## config.mk

```make
export PLATFORM = sky130hd
export DESIGN_NAME = gear_shift_controller
export DESIGN_NICKNAME = d
export VERILOG_FILES = /design/src/rtl/gear_pkg.sv /design/src/rtl/gear_dwell_timer.sv /design/src/rtl/gear_shift_controller.sv
export SDC_FILE = /design/constraint.sdc
export NUM_CORES = 1
export LEC_CHECK = 0
export CORE_UTILIZATION = 47
export CTS_CLUSTER_DIAMETER = 120
export DETAILED_ROUTE_END_ITERATION = 6
export PLACE_DENSITY = 0.83
export SKIP_CTS_REPAIR_TIMING = 1
export SLEW_MARGIN = 10
export SYNTH_ARGS = -nofsm -noshare
export SYNTH_HDL_FRONTEND = slang
export SYNTH_HIERARCHICAL = 1
export SYNTH_SLANG_ARGS = --single-unit
export TNS_END_PERCENT = 10
```

## constraint.sdc

```tcl
create_clock -name clk -period 4.64 [get_ports clk]
set_input_delay 0.464 -clock clk [delete_from_list [all_inputs] [get_ports clk]]
set_output_delay 0.464 -clock clk [all_outputs]
set_load 0.05 [all_outputs]
```

## src/rtl/gear_pkg.sv

```systemverilog
// Shared definitions for the gear shift controller and its neighbours.
// Holds the sequencer state encoding, the gear range limits, the per-gear
// over-rev speed ceiling table and small gear helper functions.
package gear_pkg;

    // Shift sequencer states
    typedef enum logic [1:0] {
        IDLE       = 2'd0,
        CLUTCH_IN  = 2'd1,
        SHIFT      = 2'd2,
        CLUTCH_OUT = 2'd3
    } gear_state_e;

    localparam logic [2:0] GEAR_NEUTRAL = 3'd0;
    localparam logic [2:0] GEAR_MAX     = 3'd6;

    // Highest speed at which the given gear may be engaged by a downshift.
    // Neutral has no ceiling.
    function automatic logic [7:0] max_speed(input logic [2:0] gear);
        logic [7:0] limit;
        case (gear)
            3'd1:    limit = 8'd30;
            3'd2:    limit = 8'd50;
            3'd3:    limit = 8'd80;
            3'd4:    limit = 8'd110;
            3'd5:    limit = 8'd150;
            3'd6:    limit = 8'd255;
            default: limit = 8'd255;
        endcase
        return limit;
    endfunction

    // Requests above the top gear are treated as the top gear.
    function automatic logic [2:0] clamp_gear(input logic [2:0] gear);
        logic [2:0] clamped;
        if (gear > GEAR_MAX) begin
            clamped = GEAR_MAX;
        end else begin
            clamped = gear;
        end
        return clamped;
    endfunction

endpackage

```

## src/rtl/gear_dwell_timer.sv

```systemverilog
// Loadable down-counter used to time the dwell in each shift phase.
// Loading N gives N+1 cycles until done (done is high while the count is 0),
// so the sequencer loads (cycles - 1) on each state change.
module gear_dwell_timer #(
    parameter int CNT_W = 3
) (
    input  logic             clk,
    input  logic             rst,
    input  logic             load,
    input  logic [CNT_W-1:0] load_val,
    output logic             done
);

    logic [CNT_W-1:0] cnt_r;

    // Count register: synchronous clear, reload on request, else count down to zero and hold
    always_ff @(posedge clk) begin
        if (!rst) begin
            cnt_r <= {CNT_W{1'b0}};
        end else if (load) begin
            cnt_r <= load_val;
        end else if (cnt_r != {CNT_W{1'b0}}) begin
            cnt_r <= cnt_r - {{(CNT_W-1){1'b0}}, 1'b1};
        end else begin
            cnt_r <= cnt_r;
        end
    end

    assign done = (cnt_r == {CNT_W{1'b0}});

endmodule

```

## src/rtl/gear_shift_controller.sv

```systemverilog
// Gear shift sequencer: walks the engaged gear one step at a time toward the
// requested gear, each step running clutch-in, shift and clutch-out dwells.
// Optional feature macro: OVERREV_GUARD_EN -- when defined, a downshift into
// gear 1..5 is refused while speed exceeds that gear's ceiling.
module gear_shift_controller
    import gear_pkg::*;
#(
    parameter int CLUTCH_CYCLES = 4,
    parameter int SHIFT_CYCLES  = 8
) (
    input  logic       clk,
    input  logic       rst,
    input  logic [2:0] target_gear,
    input  logic [7:0] speed,
    output logic [2:0] cur_gear,
    output logic       clutch,
    output logic       shifting,
    output logic       shift_dir,
    output logic       shift_done,
    output logic       shift_blocked
);

    localparam int MAX_DWELL = (CLUTCH_CYCLES > SHIFT_CYCLES) ? CLUTCH_CYCLES : SHIFT_CYCLES;
    localparam int CNT_W     = (MAX_DWELL > 1) ? $clog2(MAX_DWELL) : 1;
    localparam logic [CNT_W-1:0] CLUTCH_LOAD = CNT_W'(CLUTCH_CYCLES - 1);
    localparam logic [CNT_W-1:0] SHIFT_LOAD  = CNT_W'(SHIFT_CYCLES - 1);

    gear_state_e      state_r;
    gear_state_e      next_state_s;
    logic [2:0]       cur_gear_r;
    logic [2:0]       next_gear_s;
    logic             dir_r;
    logic             next_dir_s;
    logic             clutch_r;
    logic             shifting_r;
    logic             shift_done_r;
    logic [2:0]       target_s;
    logic             guard_ok_s;
    logic             blocked_s;
    logic             load_s;
    logic [CNT_W-1:0] load_val_s;
    logic             dwell_done_s;

    assign target_s = clamp_gear(target_gear);

`ifdef OVERREV_GUARD_EN
    // Over-rev guard: a downshift into a driving gear needs speed within that gear's ceiling
    always_comb begin
        guard_ok_s = 1'b1;
        if (cur_gear_r >= 3'd2) begin
            guard_ok_s = (speed <= max_speed(cur_gear_r - 3'd1));
        end else begin
            guard_ok_s = 1'b1;
        end
    end
`else
    logic unused_speed_s;
    assign unused_speed_s = ^speed;

    // No guard: every downshift is allowed
    always_comb begin
        guard_ok_s = 1'b1;
    end
`endif

    // Next-state, next-gear and direction decisions for the shift sequence
    always_comb begin
        next_state_s = state_r;
        next_gear_s  = cur_gear_r;
        next_dir_s   = dir_r;
        load_val_s   = CLUTCH_LOAD;
        blocked_s    = 1'b0;
        case (state_r)
            IDLE: begin
                if (target_s > cur_gear_r) begin
                    next_dir_s   = 1'b1;
                    next_state_s = CLUTCH_IN;
                end else if (target_s < cur_gear_r) begin
                    if (guard_ok_s) begin
                        next_dir_s   = 1'b0;
                        next_state_s = CLUTCH_IN;
                    end else begin
                        blocked_s    = 1'b1;
                    end
                end else begin
                    next_state_s = IDLE;
                end
            end
            CLUTCH_IN: begin
                if (dwell_done_s) begin
                    next_state_s = SHIFT;
                    load_val_s   = SHIFT_LOAD;
                end else begin
                    next_state_s = CLUTCH_IN;
                end
            end
            SHIFT: begin
                if (dwell_done_s) begin
                    // Direction was checked against the bounds in IDLE, so no wrap can occur
                    if (dir_r) begin
                        next_gear_s = cur_gear_r + 3'd1;
                    end else begin
                        next_gear_s = cur_gear_r - 3'd1;
                    end
                    next_state_s = CLUTCH_OUT;
                    load_val_s   = CLUTCH_LOAD;
                end else begin
                    next_state_s = SHIFT;
                end
            end
            CLUTCH_OUT: begin
                if (dwell_done_s) begin
                    next_state_s = IDLE;
                end else begin
                    next_state_s = CLUTCH_OUT;
                end
            end
            default: begin
                next_state_s = IDLE;
            end
        endcase
    end

    // The dwell counter restarts whenever the state changes
    assign load_s = (next_state_s != state_r);

    gear_dwell_timer #(
        .CNT_W (CNT_W)
    ) u_dwell (
        .clk      (clk),
        .rst      (rst),
        .load     (load_s),
        .load_val (load_val_s),
        .done     (dwell_done_s)
    );

    // State, gear and registered status outputs
    always_ff @(posedge clk) begin
        if (!rst) begin
            state_r      <= IDLE;
            cur_gear_r   <= GEAR_NEUTRAL;
            dir_r        <= 1'b0;
            clutch_r     <= 1'b0;
            shifting_r   <= 1'b0;
            shift_done_r <= 1'b0;
        end else begin
            state_r      <= next_state_s;
            cur_gear_r   <= next_gear_s;
            dir_r        <= next_dir_s;
            clutch_r     <= (next_state_s != IDLE);
            shifting_r   <= (next_state_s != IDLE);
            shift_done_r <= (state_r == CLUTCH_OUT) && (next_state_s == IDLE);
        end
    end

    assign cur_gear      = cur_gear_r;
    assign clutch        = clutch_r;
    assign shifting      = shifting_r;
    assign shift_dir     = dir_r;
    assign shift_done    = shift_done_r;
    // Refusal is reported in the same IDLE cycle in which it happens
    assign shift_blocked = blocked_s;

endmodule

```

==> metrics.md, run 1 <==
| Metric | Value |
|---|---|
| Ranking of synthesized cells by area | dfxtp_1 33%, ha_1 9.3%, a21oi_1 4.5% |
| Synth area leader | dfxtp_1 |
| DR iter-0 viols | 11 |
| Largest net degree at the start of global routing | 10 |
| Avg WL per Cell | 11.5 um |
| Final hold vios | 0 |
| Worst Hold Slack | 0.537 ns |
| Final Skew | 0.00644 ns |
| Drt pass-1 iters | 4 |
| Grt total ovfl | 0 |
| Rows | 13 |
| Avg Inst Size Synth | 8.49 um2 |
| Worst Max-Slew Pin Slew | 0.503 ns |
| Crit path DAT | 2.57 ns |
| First-pass GRT wire length | 1.73 mm |
| Power per cell area | 605 nW/um2 |
| Fmax | 415 MHz |
| CP Max Fanout | 8 |
| VDD IR-drop max | 0.261 mV |
| Clock Sinks | 11 |
| EDFF count, synth | 0 |
| CP Launch Type | input pin |
| Worst setup EP type | flop |
| Port Buffers | 11 |
| Mapped cell area | 671 um2 |
| Leak | 0.358 nW |
| Synth Instances | 79 |
| Post-synthesis sequential area ratio | 32.8% |
| Unrepaired setup endpoints after global routing | false |
| Critical path class | input pin to flop |
| Final setup viols | 0 |
| Top cell type's share of synthesized area | 32.8% |
| Hold WC Path Type | flop to flop |
| Top-count cell post-synth | dfxtp_1 |
| Num CTS Buffers | 3 |
| H-tree level count | 1 |
| Async S/R FF share, synth | 0% |
| Hold depth | 2 |
| GPL Wtd Cong | 0.723 |
| Number of I/O pins | 21 |
| Non-Filler Instances | 106 |
| Yosys cell types | 27 |
| Core Footprint | 1320 um2 |
| Fin crit period | 2.41 ns |
| Die W | 39.8 um |
| Vias in the first global route | 421 |
| Status | finished clean |
| Top post-synthesis cells by count | 11 x dfxtp_1, 8 x inv_1, 8 x nor2_1, 6 x a21oi_1, 6 x nand2_1 |
| Gr usage total | 17.4% |
| Top_reg_cell synth | dfxtp_1 |
| Dpl cells | 102 |
| Clk_lat worst skew | 0.27 ns |
| Critical Path RT | 4.80 ns |
| CTS root buf | clkbuf_4 |
| Area grow syn2layout | 19.8% |
| Via Count | 543 |
| Pins Over Slew Limit | 0 |
| Post-Route WL | 1.22 mm |
| Share of cells above drive strength 1 | 6.59% |
| Antenna violations before repair | 0 |
| Syn. warnings | 6 |
| Clock Path Buffers | 2 |
| Via-to-Cell Ratio | 5.12 |
| Die area | 1580 um2 |
| Die height | 39.8 um |
| TNS Setup | 0 ns |
| Layout net count | 111 |
| Clock slew at reported path FFs | 0.07 ns |
| Worst Reg2Reg Path Length in Cells | 7 |
| Starting density of the core | 50.9% |
| HPWL after detailed placement | 950 um |
| DRC viols | 0 |
| Final antenna-violating net count | 0 |
| Max-capacitance violation count | 0 |
| Rel. slew slack | 66.5% |
| TritonCTS clock tree | built |
| FF+latch count, synth | 11 |
| Ant. Diodes | 0 |
| Final Cycle Share | 51.9% |
kinds of logic (layout without fill, tap and decap cells):
family,Yosys count,in the layout,share of synthesized area [%]
buf+inv,12,23,8.39
compound gates,13,13,12.7
flops,11,11,32.8
fa+ha+maj,6,6,12.3
xor+xnor,3,3,3.92
other cells,2,3,1.12
mux,1,1,1.49
simple gates,31,31,27.2
final cells by class:
type | count | area, um2
fill | 113 | 514
timing repair buffer | 11 | 110
multi-input combinational | 57 | 398
inverter | 8 | 30.0
clock buffer | 4 | 26.3
tap | 15 | 18.8
sequential | 11 | 220
report_power, final:
group,internal (W),switching [W]
Combinational,0.000111,0.000151
Sequential,0.000124,0.0000355
Clock,0.0000333,0.0000314
worst max-delay path: stages:
cell	delay (ns)
clkdlybuf4s50_1	0.50
nand2_1	0.07
nand2_1	0.07
ha_1	0.15
nor3b_1	0.28
nor2_1	0.10
a21oi_1	0.45
nor2b_1	0.10
a2111oi_1	0.38
metal layers:
layer / vias to the layer above / GRT usage [%] / part of all wire (%)
met5: - / 0 / 0
met2: 15 / 28.3 / 50
met4: 0 / 10.3 / 1.9
met3: 4 / 5.11 / 3.7
met1: 243 / 19.5 / 44
li1: 281 / - / -
cells in the final DEF, fill, tap and decap left out, drive strengths merged, types with 2 or more instances in the layout:
cell           Yosys  routed
a21oi              6       6
nor2               8       8
xor2               3       3
a2111oi            2       2
nand3              2       2
clkdlybuf4s50      0      11
o21ai              2       2
nor3b              2       2
nand2              6       6
conb               2       3
dfxtp             11      11
clkbuf             1       4
ha                 5       5
nor2b              6       6
nor4b              2       2
inv                8       8
through the flow:
stage | instance area (um2) | util, % | power [W] | worst slack [ns]
CTS | 803 | 61.0 | 0.000489 | 2.26
detailed placement | 777 | 59.0 | 0.000422 | 2.02
global placement | 777 | 59.0 | 0.000412 | 2.04
finish | 803 | 61.0 | 0.000486 | 2.23
floorplan | 674 | - | 0.000368 | 2.50
global route | 803 | 61.0 | 0.000524 | 2.06
sequential cells by signal (all words and copies together) (netlist names):
signal and flops:
u_dwell/cnt_r 3, shifting 1, cur_gear 3, shift_done 1, state_r 2, shift_dir 1
worst paths after layout:
path / to / slack, ns / start
max: u_dwell/cnt_r[0] / 2.23 / target_gear[1]
min reg2reg: cur_gear[2] / 0.54 / cur_gear[2]
max reg2reg: u_dwell/cnt_r[0] / 2.53 / cur_gear[1]
min: cur_gear[2] / 0.54 / cur_gear[2]
No activity file was read; power rests on OpenSTA's default activity.
==> run 2, diff against run 1 <==
--- a/config.mk
+++ b/config.mk
@@ -5,10 +5,10 @@
 export SDC_FILE = /design/constraint.sdc
 export NUM_CORES = 1
 export LEC_CHECK = 0
-export CORE_UTILIZATION = 47
+export CORE_UTILIZATION = 44
 export CTS_CLUSTER_DIAMETER = 120
 export DETAILED_ROUTE_END_ITERATION = 6
-export PLACE_DENSITY = 0.83
+export PLACE_DENSITY = 0.78
 export SKIP_CTS_REPAIR_TIMING = 1
 export SLEW_MARGIN = 10
 export SYNTH_ARGS = -nofsm -noshare
==> constraint.sdc (replaced) <==
create_clock -name clk -period 2.5 [get_ports clk]
set_input_delay 0.25 -clock clk [delete_from_list [all_inputs] [get_ports clk]]
set_output_delay 0.25 -clock clk [all_outputs]
set_load 0.05 [all_outputs]
==> run 2 against run 1 <==
  * Global-route usage fell by 1.8 points
  * Critical path depth is 1 higher
  * Cell count grew 0.94%
  * Die area up 6.5%
  * Sequential power up 87%
  * Critical path type unchanged
  * Critical endpoint is now u_dwell/cnt_r[1]
==> metrics.md, run 2 (same netlist as run 1, synthesis figures left out) <==
| Metric | Value |
|---|---|
| Starting density of the core | 49.1% |
| DRC viols | 0 |
| Post-Route WL | 1.17 mm |
| Worst Reg2Reg Path Length in Cells | 8 |
| Clock power share | 13.0% |
| Dpl cells | 103 |
| Rows | 13 |
| Clock Path Buffers | 2 |
| Status | finished clean |
| Final antenna-violating net count | 0 |
| Gate power share | 54.6% |
| Drt pass-1 iters | 5 |
| Hold depth | 2 |
| Internal | 0.000512 W |
| R2R Setup Slk | 0.63 ns |
| TNS Setup | 0 ns |
| Hold WC Path Type | flop to flop |
| H-tree level count | 1 |
| Final setup viols | 0 |
| Clock Sinks | 11 |
| Commonest non-fill, non-tap cells in the layout | 11 x dfxtp_1, 11 x clkdlybuf4s50_1, 8 x nor2_1, 8 x inv_1 |
| Final-layout fill cell count | 127 |
| Via-to-Cell Ratio | 5.26 |
| Layout net count | 112 |
| Dpl ws | 0.268 ns |
| Vias in the first global route | 420 |
| Reg2Reg Capture Point | u_dwell/cnt_r[1] |
| Setup ws final | 0.537 ns |
| Die W | 41.0 um |
| Hold Path Origin | cur_gear[2] |
| CP Max Fanout | 8 |
| Number of I/O pins | 21 |
| Largest net degree at the start of global routing | 10 |
| Core Footprint | 1370 um2 |
| Post-place instance area | 785 um2 |
| Ant. Diodes | 0 |
| Area grow syn2layout | 20.9% |
| Final hold vios | 0 |
| Via Count | 563 |
| Num CTS Buffers | 3 |
| Clk_lat worst skew | 0.26 ns |
| Grt total ovfl | 0 |
| Die height | 41.0 um |
| Fin crit period | 1.96 ns |
| Final Cycle Share | 78.5% |
| HPWL after detailed placement | 922 um |
| CTS root buf | clkbuf_4 |
| P_sw | 0.000410 W |
| Non-Filler Instances | 107 |
| CP startpoint | target_gear[2] |
| Final Skew | 0.00983 ns |
| TritonCTS clock tree | built |
| Leak | 0.362 nW |
| Reg2Reg Launch Point | cur_gear[1] |
| Max-capacitance violation count | 0 |
| Worst setup EP type | flop |
| Gr usage total | 15.5% |
| Sw Ratio | 44.5% |
| GPL Wtd Cong | 0.762 |
| Share of cells above drive strength 1 | 7.61% |
| Avg WL per Cell | 10.9 um |
| DR iter-0 viols | 6 |
| Crit path DAT | 2.12 ns |
| Critical Path RT | 2.65 ns |
| Multi-input logic area | 398 um2 |
| CP Launch Type | input pin |
| Clock slew at reported path FFs | 0.08 ns |
| First-pass GRT wire length | 1.79 mm |
| Unrepaired setup endpoints after global routing | false |
| Fmax | 509 MHz |
| Part of the power in registers | 32.4% |
| Pins Over Slew Limit | 0 |
| Power per cell area | 1140 nW/um2 |
| Post-route cell area | 811 um2 |
| Port Buffers | 11 |
| Hold EP | cur_gear[2] |
| Antenna violations before repair | 0 |
| Die area | 1680 um2 |
| VDD IR-drop max | 0.532 mV |
| Critical path class | input pin to flop |
| Register Area | 220 um2 |
run 2: worst max path at each step:
stage | end | slack [ns] | cells after the start
6_report | u_dwell/cnt_r[1] | 0.54 | 10
5_1_grt | u_dwell/cnt_r[1] | 0.31 | 10
4_1_cts | u_dwell/cnt_r[0] | 0.53 | 10
3_5_place_dp | u_dwell/cnt_r[0] | 0.27 | 10
3_3_place_gp | u_dwell/cnt_r[1] | 0.32 | 10
2_1_floorplan | u_dwell/cnt_r[0] | 0.36 | 7
run 2: area by class of cell:
type                            count  area share (%)
Multi-Input combinational cell     57            49.1
Sequential cell                    11            27.2
Timing Repair Buffer               12            14.5
Inverter                            8            3.70
Clock buffer                        4            3.24
Tap cell                           15            2.31
run 2: power by group through the flow:
stage / clock network, W / registers, W / logic [W]
detailed placement: 0 / 0.000302 / 0.000503
floorplan: 0 / 0.000342 / 0.000342
global placement: 0 / 0.000298 / 0.000486
finish: 0.000120 / 0.000299 / 0.000503
CTS: 0.000122 / 0.000298 / 0.000505
global route: 0.000127 / 0.000311 / 0.000557
run 2: routing by layer:
layer  vias up  part of all wire (%)  track usage [%]
met4         0                   1.8             5.00
met3         2                   2.9             1.63
met1       260                    52             22.8
met5         -                     0                0
met2        16                    43             23.0
li1        285                     -                -
run 2: through the flow:
stage	utilization (%)	total power (W)	hold slack, ns
after floorplan	-	0.000684	0.366
after global placement	57.4	0.000784	0.495
after detailed placement	57.4	0.000806	0.516
after CTS	59.3	0.000925	0.527
after global routing	59.3	0.000995	0.588
final	59.3	0.000922	0.528
run 2: worst max-delay path, cell delays in order:
cell and delay, ns:
clkdlybuf4s50_1 0.49, nand2_1 0.06, nand2_1 0.06, ha_1 0.15
nor3b_1 0.27, nor2_1 0.11, a21oi_1 0.16, buf_4 0.16
nor2b_1 0.05, a2111oi_1 0.36
==> run 3, diff against run 2 <==
==> constraint.sdc (replaced) <==
create_clock -name clk -period 1.9 [get_ports clk]
set_input_delay 0.19 -clock clk [delete_from_list [all_inputs] [get_ports clk]]
set_output_delay 0.19 -clock clk [all_outputs]
set_load 0.05 [all_outputs]
==> run 3 against run 2 <==
  * Flip-flop and latch count is the same
  * Power is 45% higher
  * Sequential power rose by 23%
  * Worst setup slack worse by 0.41 ns
  * Critical path depth decreased by 1
  * Largest power group unchanged
  * Register-to-register slack got worse by 0.50 ns
  * Clock-buffer cell count unchanged
  * Clock skew is 0.0068 ns lower
  * Die area stayed put
  * Via count increased by 4.3%
  * First-iteration DRC count increased by 67%
==> metrics.md, run 3 (same netlist as run 1, synthesis figures left out) <==
| Metric | Value |
|---|---|
| Rel. slew slack | 66.8% |
| Status | finished clean |
| VDD IR-drop max | 0.786 mV |
| Worst Reg2Reg Path Length in Cells | 8 |
| Gr usage total | 17.4% |
| GPL Wtd Cong | 0.784 |
| Final hold vios | 0 |
| Finished Core Util | 65.1% |
| TritonCTS clock tree | built |
| Clock slew at reported path FFs | 0.07 ns |
| CP Max Fanout | 7 |
| Area grow syn2layout | 32.6% |
| First-pass GRT wire length | 1.86 mm |
| Num CTS Buffers | 3 |
| Reg2Reg Launch Point | u_dwell/cnt_r[0] |
| Via Count | 587 |
| Power per cell area | 1500 nW/um2 |
| Ant. Diodes | 0 |
| Critical Path RT | 2.06 ns |
| Final Skew | 0.00306 ns |
| Post-Route WL | 1.34 mm |
| Final Cycle Share | 93.4% |
| Via-to-Cell Ratio | 5.19 |
| Largest net degree at the start of global routing | 9 |
| CTS root buf | clkbuf_4 |
| Final setup viols | 0 |
| Share of cells above drive strength 1 | 20.4% |
| Clock Path Buffers | 2 |
| Worst Max-Slew Pin Slew | 0.496 ns |
| Antenna violations before repair | 0 |
| Port Buffers | 11 |
| Hold Path Origin | cur_gear[2] |
| Vias in the first global route | 450 |
| DRC viols | 0 |
| Leak | 0.403 nW |
| Drt pass-1 iters | 4 |
| Crit path DAT | 1.93 ns |
| Most common cell after layout, fill and taps aside | clkdlybuf4s50_1 |
| Grt total ovfl | 0 |
| Fin crit period | 1.77 ns |
| Starting density of the core | 49.1% |
| HPWL after detailed placement | 950 um |
| Commonest non-fill, non-tap cells in the layout | 11 x clkdlybuf4s50_1, 8 x inv_1, 8 x dfxtp_1, 7 x nor2_1, 7 x buf_4 |
| Die area | 1680 um2 |
| Reg2Reg Capture Point | u_dwell/cnt_r[2] |
| Clock Sinks | 11 |
| DR iter-0 viols | 10 |
| Pwr Total | 0.00133 W |
| Core Footprint | 1370 um2 |
| Hold depth | 2 |
| Critical path class | input pin to flop |
| Final antenna-violating net count | 0 |
| H-tree level count | 1 |
| Layout net count | 118 |
| Worst Hold Slack | 0.496 ns |
| Number of I/O pins | 21 |
| Clk_lat worst skew | 0.27 ns |
| Setup ws final | 0.125 ns |
| CP Launch Type | input pin |
| Worst setup EP type | flop |
| Hold WC Path Type | flop to flop |
| Die W | 41.0 um |
| Rows | 13 |
| CP startpoint | target_gear[2] |
| Die height | 41.0 um |
| Hold EP | cur_gear[2] |
| Avg WL per Cell | 11.9 um |
| R2R Setup Slk | 0.13 ns |
| Max-capacitance violation count | 0 |
| Unrepaired setup endpoints after global routing | false |
| Dpl ws | -0.337 ns |
| Pins Over Slew Limit | 0 |
| Fmax | 563 MHz |
==> run 3: changes by cell type in the layout (fill, tap and decap cells not counted), sizes merged <==
| cell | previous run | this run |
|---|---|---|
| buf | 1 | 7 |
==> run 3: cell type report <==
class	instances	area, um2
fillers	125	477
multi-input cells	57	428
flip-flops and latches	11	224
repair buffers	18	163
inverters	8	30.0
clock buffers	4	26.3
well taps	15	18.8
==> run 3: worst max path at each step <==
| stage | end | slack [ns] | cells past startpoint |
|---|---|---|---|
| 6_report | u_dwell/cnt_r[2] | 0.13 | 9 |
| 5_1_grt | u_dwell/cnt_r[2] | 0.01 | 9 |
| 4_1_cts | u_dwell/cnt_r[0] | -0.05 | 9 |
| 3_5_place_dp | u_dwell/cnt_r[0] | -0.34 | 9 |
| 3_3_place_gp | u_dwell/cnt_r[0] | -0.23 | 9 |
| 2_1_floorplan | u_dwell/cnt_r[0] | 0.05 | 7 |
==> run 3: layer usage <==
metal | up-vias | share of wire, % | GRT usage (%)
li1 | 297 | - | -
met1 | 279 | 46 | 21.6
met2 | 9 | 50 | 26.6
met3 | 2 | 3.4 | 8.15
met4 | 0 | 0.67 | 5.00
met5 | - | 0 | 0
==> run 3: through the flow <==
| step | cell area (um2) | std cells | setup TNS (ns) |
|---|---|---|---|
| final | 890 | 113 | 0 |
| after global routing | 890 | 113 | 0 |
| after CTS | 856 | 112 | -0.0489 |
| after detailed placement | 830 | 108 | -0.809 |
| after global placement | 830 | 108 | -0.584 |
| after floorplan | 682 | 80 | 0 |
==> run 3: worst max-delay path, stage by stage <==
cell	delay, ns
clkdlybuf4s50_1	0.44
nand2_1	0.07
nand2_1	0.05
ha_1	0.26
nand3_1	0.12
nor2_2	0.21
a21oi_4	0.10
buf_4	0.15
o311a_1	0.33
==> run 3: power breakdown <==
group / switching, W / internal (W) / leakage [nW]
clock network: 0.0000821 / 0.0000813 / 0.0150
registers: 0.0000635 / 0.000306 / 0.0921
logic: 0.000450 / 0.000352 / 0.296
